==> config.mk <==
export PLATFORM = sky130hd
export DESIGN_NAME = result_fifo_reader
export DESIGN_NICKNAME = d
export VERILOG_FILES = /design/src/rtl/result_fifo_reader.sv
export SDC_FILE = /design/constraint.sdc
export NUM_CORES = 1
export LEC_CHECK = 0
export CORE_MARGIN = 2
export CORE_UTILIZATION = 54
export DETAILED_ROUTE_END_ITERATION = 6
export GPL_TIMING_DRIVEN = 0
export HOLD_SLACK_MARGIN = 0.12
export PLACE_DENSITY_LB_ADDON = 0.05
export SLEW_MARGIN = 10
export SYNTH_ARGS = -nofsm -noshare
export SYNTH_HDL_FRONTEND = slang
export SYNTH_SLANG_ARGS = --single-unit
==> constraint.sdc <==
create_clock -name clock -period 3.2 [get_ports clock]
set_input_delay 0.64 -clock clock [delete_from_list [all_inputs] [get_ports clock]]
set_output_delay 0.64 -clock clock [all_outputs]
set_load 0.01 [all_outputs]
==> src/rtl/result_fifo_reader.sv <==
// -----------------------------------------------------------------------------
// result_fifo_reader
//
// Read-side consumer of the pulse sequencer's result stream. Each rising edge
// of result_wr_req captures one result word into an internal FIFO. The FIFO is
// drained towards the AXI-facing bus logic through a valid/ready handshake in
// first-word-fall-through style. Occupancy, a sticky overflow flag and a
// saturating dropped-word count are reported for software diagnostics.
//
// Ports:
//   clock           system clock
//   reset           asynchronous, active-high reset
//   init            synchronous flush at the start of a sequence
//   result_data     result word, sampled in the cycle result_wr_req rises
//   result_wr_req   write request, one word per rising edge
//   bus_data        head-of-FIFO word (0 while nothing is available)
//   bus_data_valid  head word available
//   bus_data_ready  bus consumer accepts the head word
//   fifo_count      stored entries, 0..DEPTH
//   fifo_empty      fifo_count == 0
//   fifo_full       fifo_count == DEPTH
//   overflow        sticky, a word was dropped because the FIFO was full
//   drop_count      number of dropped words, saturating at 16'hFFFF
//
// Optional feature, macro RESULT_FIFO_TIMESTAMP_EN:
//   A free-running 32-bit cycle counter is stored with every word. Each entry
//   is emitted as two bus words, data first and timestamp second, and the
//   entry only leaves the FIFO on the handshake of the timestamp word.
//   This mode requires RESULT_WIDTH == 32.
// -----------------------------------------------------------------------------
module result_fifo_reader #(
  parameter int RESULT_WIDTH = 32,
  parameter int DEPTH        = 16,
  parameter int CNT_WIDTH    = $clog2(DEPTH + 1)
) (
  input  logic                    clock,
  input  logic                    reset,
  input  logic                    init,
  input  logic [RESULT_WIDTH-1:0] result_data,
  input  logic                    result_wr_req,
  output logic [RESULT_WIDTH-1:0] bus_data,
  output logic                    bus_data_valid,
  input  logic                    bus_data_ready,
  output logic [CNT_WIDTH-1:0]    fifo_count,
  output logic                    fifo_empty,
  output logic                    fifo_full,
  output logic                    overflow,
  output logic [15:0]             drop_count
);

  localparam int PTR_WIDTH = $clog2(DEPTH);

`ifdef RESULT_FIFO_TIMESTAMP_EN
  localparam int ENTRY_WIDTH = RESULT_WIDTH + 32;
`else
  localparam int ENTRY_WIDTH = RESULT_WIDTH;
`endif

  logic                   req_d;
  logic [PTR_WIDTH-1:0]   wr_ptr;
  logic [PTR_WIDTH-1:0]   rd_ptr;
  logic [ENTRY_WIDTH-1:0] mem [DEPTH];
  logic [ENTRY_WIDTH-1:0] head_entry;
  logic [ENTRY_WIDTH-1:0] wr_entry;

  logic push;
  logic handshake;
  logic pop_entry;
  logic push_accept;
  logic push_drop;

  // Edge detect: a request held high for several cycles yields one push.
  assign push = result_wr_req & ~req_d;

  // Full/empty come from the occupancy counter so pointer wrap is harmless.
  assign fifo_empty     = (fifo_count == '0);
  assign fifo_full      = (fifo_count == CNT_WIDTH'(DEPTH));
  assign bus_data_valid = ~fifo_empty;
  assign handshake      = bus_data_valid & bus_data_ready;

  // The head is read through the registered read pointer, so a write in the
  // same cycle never disturbs the word currently on the bus.
  assign head_entry = mem[rd_ptr];

  // When full, a push is only accepted if an entry leaves in the same cycle.
  assign push_accept = push & (~fifo_full | pop_entry);
  assign push_drop   = push & fifo_full & ~pop_entry;

`ifdef RESULT_FIFO_TIMESTAMP_EN
  logic [31:0] timestamp;
  logic        phase;

  // phase=0 presents the data half of the head entry, phase=1 its timestamp;
  // the entry is retired only when the timestamp word is accepted.
  assign pop_entry = handshake & phase;
  assign wr_entry  = {timestamp, result_data};
  assign bus_data  = ~bus_data_valid ? '0 :
                     (phase ? head_entry[ENTRY_WIDTH-1:RESULT_WIDTH]
                            : head_entry[RESULT_WIDTH-1:0]);

  // Free-running cycle counter and output phase, both restarted by init.
  always_ff @(posedge clock or posedge reset) begin
    if (reset) begin
      timestamp <= '0;
      phase     <= 1'b0;
    end else if (init) begin
      timestamp <= '0;
      phase     <= 1'b0;
    end else begin
      timestamp <= timestamp + 32'd1;
      if (handshake) begin
        phase <= ~phase;
      end
    end
  end
`else
  assign pop_entry = handshake;
  assign wr_entry  = result_data;
  assign bus_data  = bus_data_valid ? head_entry : '0;
`endif

  // Storage array: no reset, contents are only meaningful below fifo_count.
  always_ff @(posedge clock) begin
    if (push_accept && !init) begin
      mem[wr_ptr] <= wr_entry;
    end
  end

  // Pointers, occupancy and diagnostics. init wins over any push or pop in
  // the same cycle, but req_d keeps sampling so a request already high
  // during init does not produce a push once init falls.
  always_ff @(posedge clock or posedge reset) begin
    if (reset) begin
      req_d      <= 1'b0;
      wr_ptr     <= '0;
      rd_ptr     <= '0;
      fifo_count <= '0;
      overflow   <= 1'b0;
      drop_count <= '0;
    end else begin
      req_d <= result_wr_req;
      if (init) begin
        wr_ptr     <= '0;
        rd_ptr     <= '0;
        fifo_count <= '0;
        overflow   <= 1'b0;
        drop_count <= '0;
      end else begin
        if (push_accept) begin
          wr_ptr <= wr_ptr + PTR_WIDTH'(1);
        end
        if (pop_entry) begin
          rd_ptr <= rd_ptr + PTR_WIDTH'(1);
        end
        if (push_accept && !pop_entry) begin
          fifo_count <= fifo_count + CNT_WIDTH'(1);
        end else if (!push_accept && pop_entry) begin
          fifo_count <= fifo_count - CNT_WIDTH'(1);
        end
        if (push_drop) begin
          overflow <= 1'b1;
          if (drop_count != 16'hFFFF) begin
            drop_count <= drop_count + 16'd1;
          end
        end
      end
    end
  end

endmodule

; After elaboration in Yosys (flattened, before gate mapping)
; Memory sizes are Yosys's and may differ from the RTL's.
; Index checks and enable logic that the tools add are counted.
[word_totals]
output_inout_bits = 57
mem_bits_ro = 0
latch_bits = 0
regBits = 31
mem_count = 1
ramBits = 512
[classes]
n_bitwise = 10
n_eq_ne = 2
n_addsub = 5
magnitude_cmp = 0
n_mul = 0
mux = 15
n_div = 0
shift = 0
n_reduce_logical = 13
[memory_table]
columns = name, words, word_bits, rd, rd_ports_with_merged_regs, write_ports, line
row1 = mem, 16, 32, 1, 0, 1, 62  ; logic [ENTRY_WIDTH-1:0] mem [DEPTH];
[ops]
columns = operator, n
row1 = $mux W16, 3
row2 = $mux W32, 1
row3 = $add A16 B1 Y16 const B, 1
row4 = $mux W4, 4
row5 = $ne A16 B16 Y1 const B, 1
row6 = $mux W5, 3
row7 = $add A4 B1 Y4 const B, 2
row8 = $reduce_bool A2 Y1, 4
row9 = $add A5 B1 Y5 const B, 1
row10 = $and A1 B1 Y1, 5
row11 = $eq A5 B5 Y1 const B, 1
row12 = $logic_not A5 Y1, 1
row13 = $sub A5 B1 Y5 const B, 1
row14 = $mux W1, 4
row15 = $not A1 Y1, 4
row16 = $logic_and A1 B1 Y1, 3
row17 = $logic_not A1 Y1, 3
row18 = $reduce_bool A3 Y1, 1
row19 = $reduce_and A2 Y1, 1
row20 = $or A1 B1 Y1, 1

; Logic depth before layout (Yosys ltp)
[logic_depth]
ltp_word = 10
mapped_depth = 9

; Worst setup path before layout
; Ideal clock, no wire load.
[synth_timing]
path_kind = input to register
start = in result_wr_req
end = mem mem[15][0] (netlist name) (enable)
path_slack_ps = -96
setup_ps = 421
path_buffers = 1
stages = 5
t_arrival_ps = 2875
path_cell_list = nand2b_1 > clkbuf_1 > a31oi_1 > nand2_1 > nor2_1
[synth_between]
elab_chain_len = 5
[synth_lines]
columns = item, line
row1 = from (decl), 40  ; input logic result_wr_req,
row2 = $and A1 B1 Y1, 73  ; assign push = result_wr_req & ~req_d;
row3 = $and A1 B1 Y1, 86  ; assign push_accept = push & (~fifo_full | pop_entry);
row4 = $logic_and A1 B1 Y1, 124  ; if (push_accept && !init) begin
row5 = $mux W1, 124
row6 = $mux W1 (implied by the code), 125  ; mem[wr_ptr] <= wr_entry;
row7 = to (decl), 62
; Every way passes these cells.

; Worst setup path after layout
[layout_timing]
start = reg rd_ptr[0]
end = out bus_data[29]
[layout_between]
elab_chain_len = 2
[layout_lines]
columns = item, line
row1 = from (decl), 61  ; logic [PTR_WIDTH-1:0] rd_ptr;
row2 = from (signal assigned), 153  ; rd_ptr <= rd_ptr + PTR_WIDTH'(1);
row3 = $mem_v2 Z16 W32, n/a
row4 = $mux W32, 119  ; assign bus_data = bus_data_valid ? head_entry : '0;
row5 = to (decl), 41  ; output logic [RESULT_WIDTH-1:0] bus_data,
; Every way passes these cells.

==> results.cfg <==
[run_status]
status = complete, but fails checks
violations = negative setup slack

[cells_and_area]
fillers = 2529
instances_no_fill = 1753
postLayoutCellArea_um2 = 25700
final_core_util = 0.666
layout-drive-gt1-share = 0.304
antenna_cells = 0
area_growth_pct = 21.6
finalNetCount = 1240

[power]
ir_drop_mv = 0.582
power.switching_mw = 4.55
p_clk_frac = 0.329
p_int_mw = 13.5
power_mw = 18.0
leakagePower_nw = 8.16
pwr-share-comb = 0.232
seqPwrFrac = 0.439
powerDensity_nw_per_um2 = 700
netSwitchingFraction = 0.252

[worst_setup_path]
critPathMaxStageDelay_ps = 510
crit_path_start_kind = flip-flop
endpoint = bus_data[29]
reg2reg_slack_ps = 190
cp-end-kind = output port
cp_slowest_cell = mux4_2
required_ps = 2560
worstRegToRegCells = 6
worstSetupPathType = reg -> out
worstPathCellList = clkbuf_16 -> buf_6 -> buf_12 -> buf_4 -> mux4_2 -> mux2i_4 -> o22ai_2 -> buf_2
critPathTopFamily = multiplexers
path_buf_inv = 5
cp.arrival_ps = 2560
reg2reg_to = mem[0][9]
path_depth = 8
reg2reg_from = fifo_count[0]
cp_max_fo = 5
worstSetupStartpoint = rd_ptr[0]

[route]
first_pass_iters = 5
post_drt_via_cell_ratio = 5.95
finalWirelength_mm = 46.3
drt_iter0_drc = 887
routedWlPerCell_um = 26.4
drc = 0
vias = 10400
ant_nets = 0

[yosys]
synth_area_um2 = 21200
postSynthAreaPerCell_um2 = 21.4
synth_seq_cells = 543
syn-num-nets = 1036
yosys_warnings = 0
postSynthCellCount = 988
yosysSeqAreaShare = 0.763
ys_types = 43

[placement]
place_area_um2 = 23200
portBuffers = 93
dpl.hpwl_mm = 27.8
dp_slack_ps = -622
gp_congestion = 0.796
placed_cells = 1615

[clock_tree]
clock_latency_ps = 590
htreeDepth = 2
tritoncts = built
clock-sinks = 543
cts_buffers = 54
clk_path_buf_depth = 3
clkTransAtPathRegs_ps = 60
postCtsHoldBufs = 0
clockRootBuffer = clkbuf_16

[global_routing]
globalRouteOverflowTotal = 0
grt_pass1_vias = 10600
grt_max_degree = 32
grt_use_total = 0.232
grt_pass1_wl_mm = 69.1
antenna_found_initial = 0

[sta]
worst_pin_slew_ps = 726
hold_viol = 0
relSlewSlack = 0.513
setup_tns_ps = -3.44
setup_ws_ps = -3.44
rsz0062_at_grt = true
timing.fmax_ghz = 0.312
timing.final.crit_share = 1.00
clock_skew_ps = 19.1
min_period_ps = 3200
finalMaxSlewViolations = 0
whs_ps = 475
setup_viol = 1

[die]
dieArea_um2 = 40800
die_h_um = 202
core_area_um2 = 38600
io_pins = 94
fp-row-count = 72
die_x_um = 202
initial_core_util = 0.548

[flow_run]
cap_violations = 0

[min_path]
min_path_type = in -> async
==> timing repair <==
action                                  4_1_cts  5_1_grt
gates cloned                                  6        3
endpoints found under the setup margin       32       31
setup buffers                                20       11
pin swaps                                    12        7
gates resized for setup                     249       35
==> synth_stat cells <==
master     number  area (um^2)
a21oi_1         9         45.0
and3_1          3         18.8
nand2b_1        2         12.5
and2_1          3         18.8
nor3_1          3         15.0
buf_4           1         7.51
nand3b_1        1         7.51
nand4_1         5         31.3
clkbuf_1       23         86.3
o22ai_1        33          206
nor2_1         46          173
nand3_1         9         45.0
o21ai_4         1         16.3
dfrtp_1        31          776
o31ai_1         2         15.0
or3_1           4         25.0
xnor2_1        10         87.6
a2111oi_0       2         17.5
nand2_1        16         60.1
or2_2           1         6.26
a2111o_1        1         11.3
a21o_1          1         7.51
o211ai_1        1         7.51
a211oi_1        3         22.5
buf_1          11         41.3
fa_1            1         20.0
nor2b_1         2         12.5
ha_1           10          125
or3b_2          1         8.76
a31oi_1         3         18.8
o2111ai_1       2         17.5
mux4_2        128         2880
inv_1           7         26.3
and4_1          1         8.76
edfxtp_1      512        15400
mux2_2          4         45.0
buf_2          13         65.1
xor2_1         10         87.6
o21ai_0         3         15.0
or4_1           2         15.0
mux2i_1        65          651
nor4_4          1         21.3
nor4bb_1        1         10.0
==> layer usage <==
metal	global-route usage	vias up	share of wire	wire length, um
met5	0	-	0	0
met4	0.0657	0	0.021	953
met3	0.0308	67	0.053	2470
met2	0.373	316	0.49	22800
met1	0.341	5515	0.43	20100
li1	-	4530	-	-
==> cells by family (layout without fill, tap and decap cells) <==
| logic type | count (synthesis) | count (layout) | synth area share |
|---|---|---|---|
| AO/OA/AOI/OAI | 61 | 61 | 0.0189 |
| XOR/XNOR | 20 | 20 | 0.00828 |
| adder cells (fa/ha/maj) | 11 | 11 | 0.00686 |
| buffers and inverters | 55 | 302 | 0.0107 |
| flip-flops | 543 | 543 | 0.763 |
| multiplexers | 197 | 197 | 0.169 |
| AND/OR/NAND/NOR | 101 | 101 | 0.0231 |
==> flip-flops by register name, summed over array words and instances (netlist names) <==
name        flops
mem           512
fifo_count      5
wr_ptr          4
drop_count     16
req_d           1
overflow        1
rd_ptr          4
==> final cells by class <==
type                    instances  area [um^2]  area share
flip-flops and latches        543        16200       0.627
clock inverters                32          223     0.00865
inverters                       7         26.3     0.00102
plain buffers                  47          497      0.0193
multi-input cells             390         5040       0.196
well taps                     518          648      0.0252
repair buffers                149         1730      0.0673
clock buffers                  67         1420      0.0552
==> power by group through the flow <==
stage	registers, mW	clock network, mW	logic, mW
after floorplan	8.05	0	2.14
after global placement	8.05	0	3.44
after detailed placement	8.05	0	3.48
after CTS	7.92	6.04	4.05
after global routing	7.92	6.32	4.48
final	7.92	5.93	4.18
==> cell usage in the layout, fill, tap and decap left out, drive strengths merged, types with 27 or more instances in the layout <==
cell,synthesis,routed
edfxtp,512,512
clkdlybuf4s50,0,61
o22ai,33,33
dfrtp,31,31
clkinv,0,27
mux2i,65,65
buf,25,101
clkbuf,23,99
mux4,128,128
nor2,46,46
==> worst min-delay path by stage <==
stage | depth (start not counted) | end
floorplan | 2 | overflow
global placement | 2 | overflow
detailed placement | 2 | overflow
CTS | 2 | overflow
global route | 1 | req_d
finish | 2 | drop_count[3]
==> worst register-to-register path, cell delays in order, from the launching register on <==
cell	delay [ps]
dfrtp_1	510
nor4_4	70
buf_4	160
a31oi_1	560
nand2_1	450
nor2_4	690
buf_16	260
No activity file was read; power rests on OpenSTA's default activity.
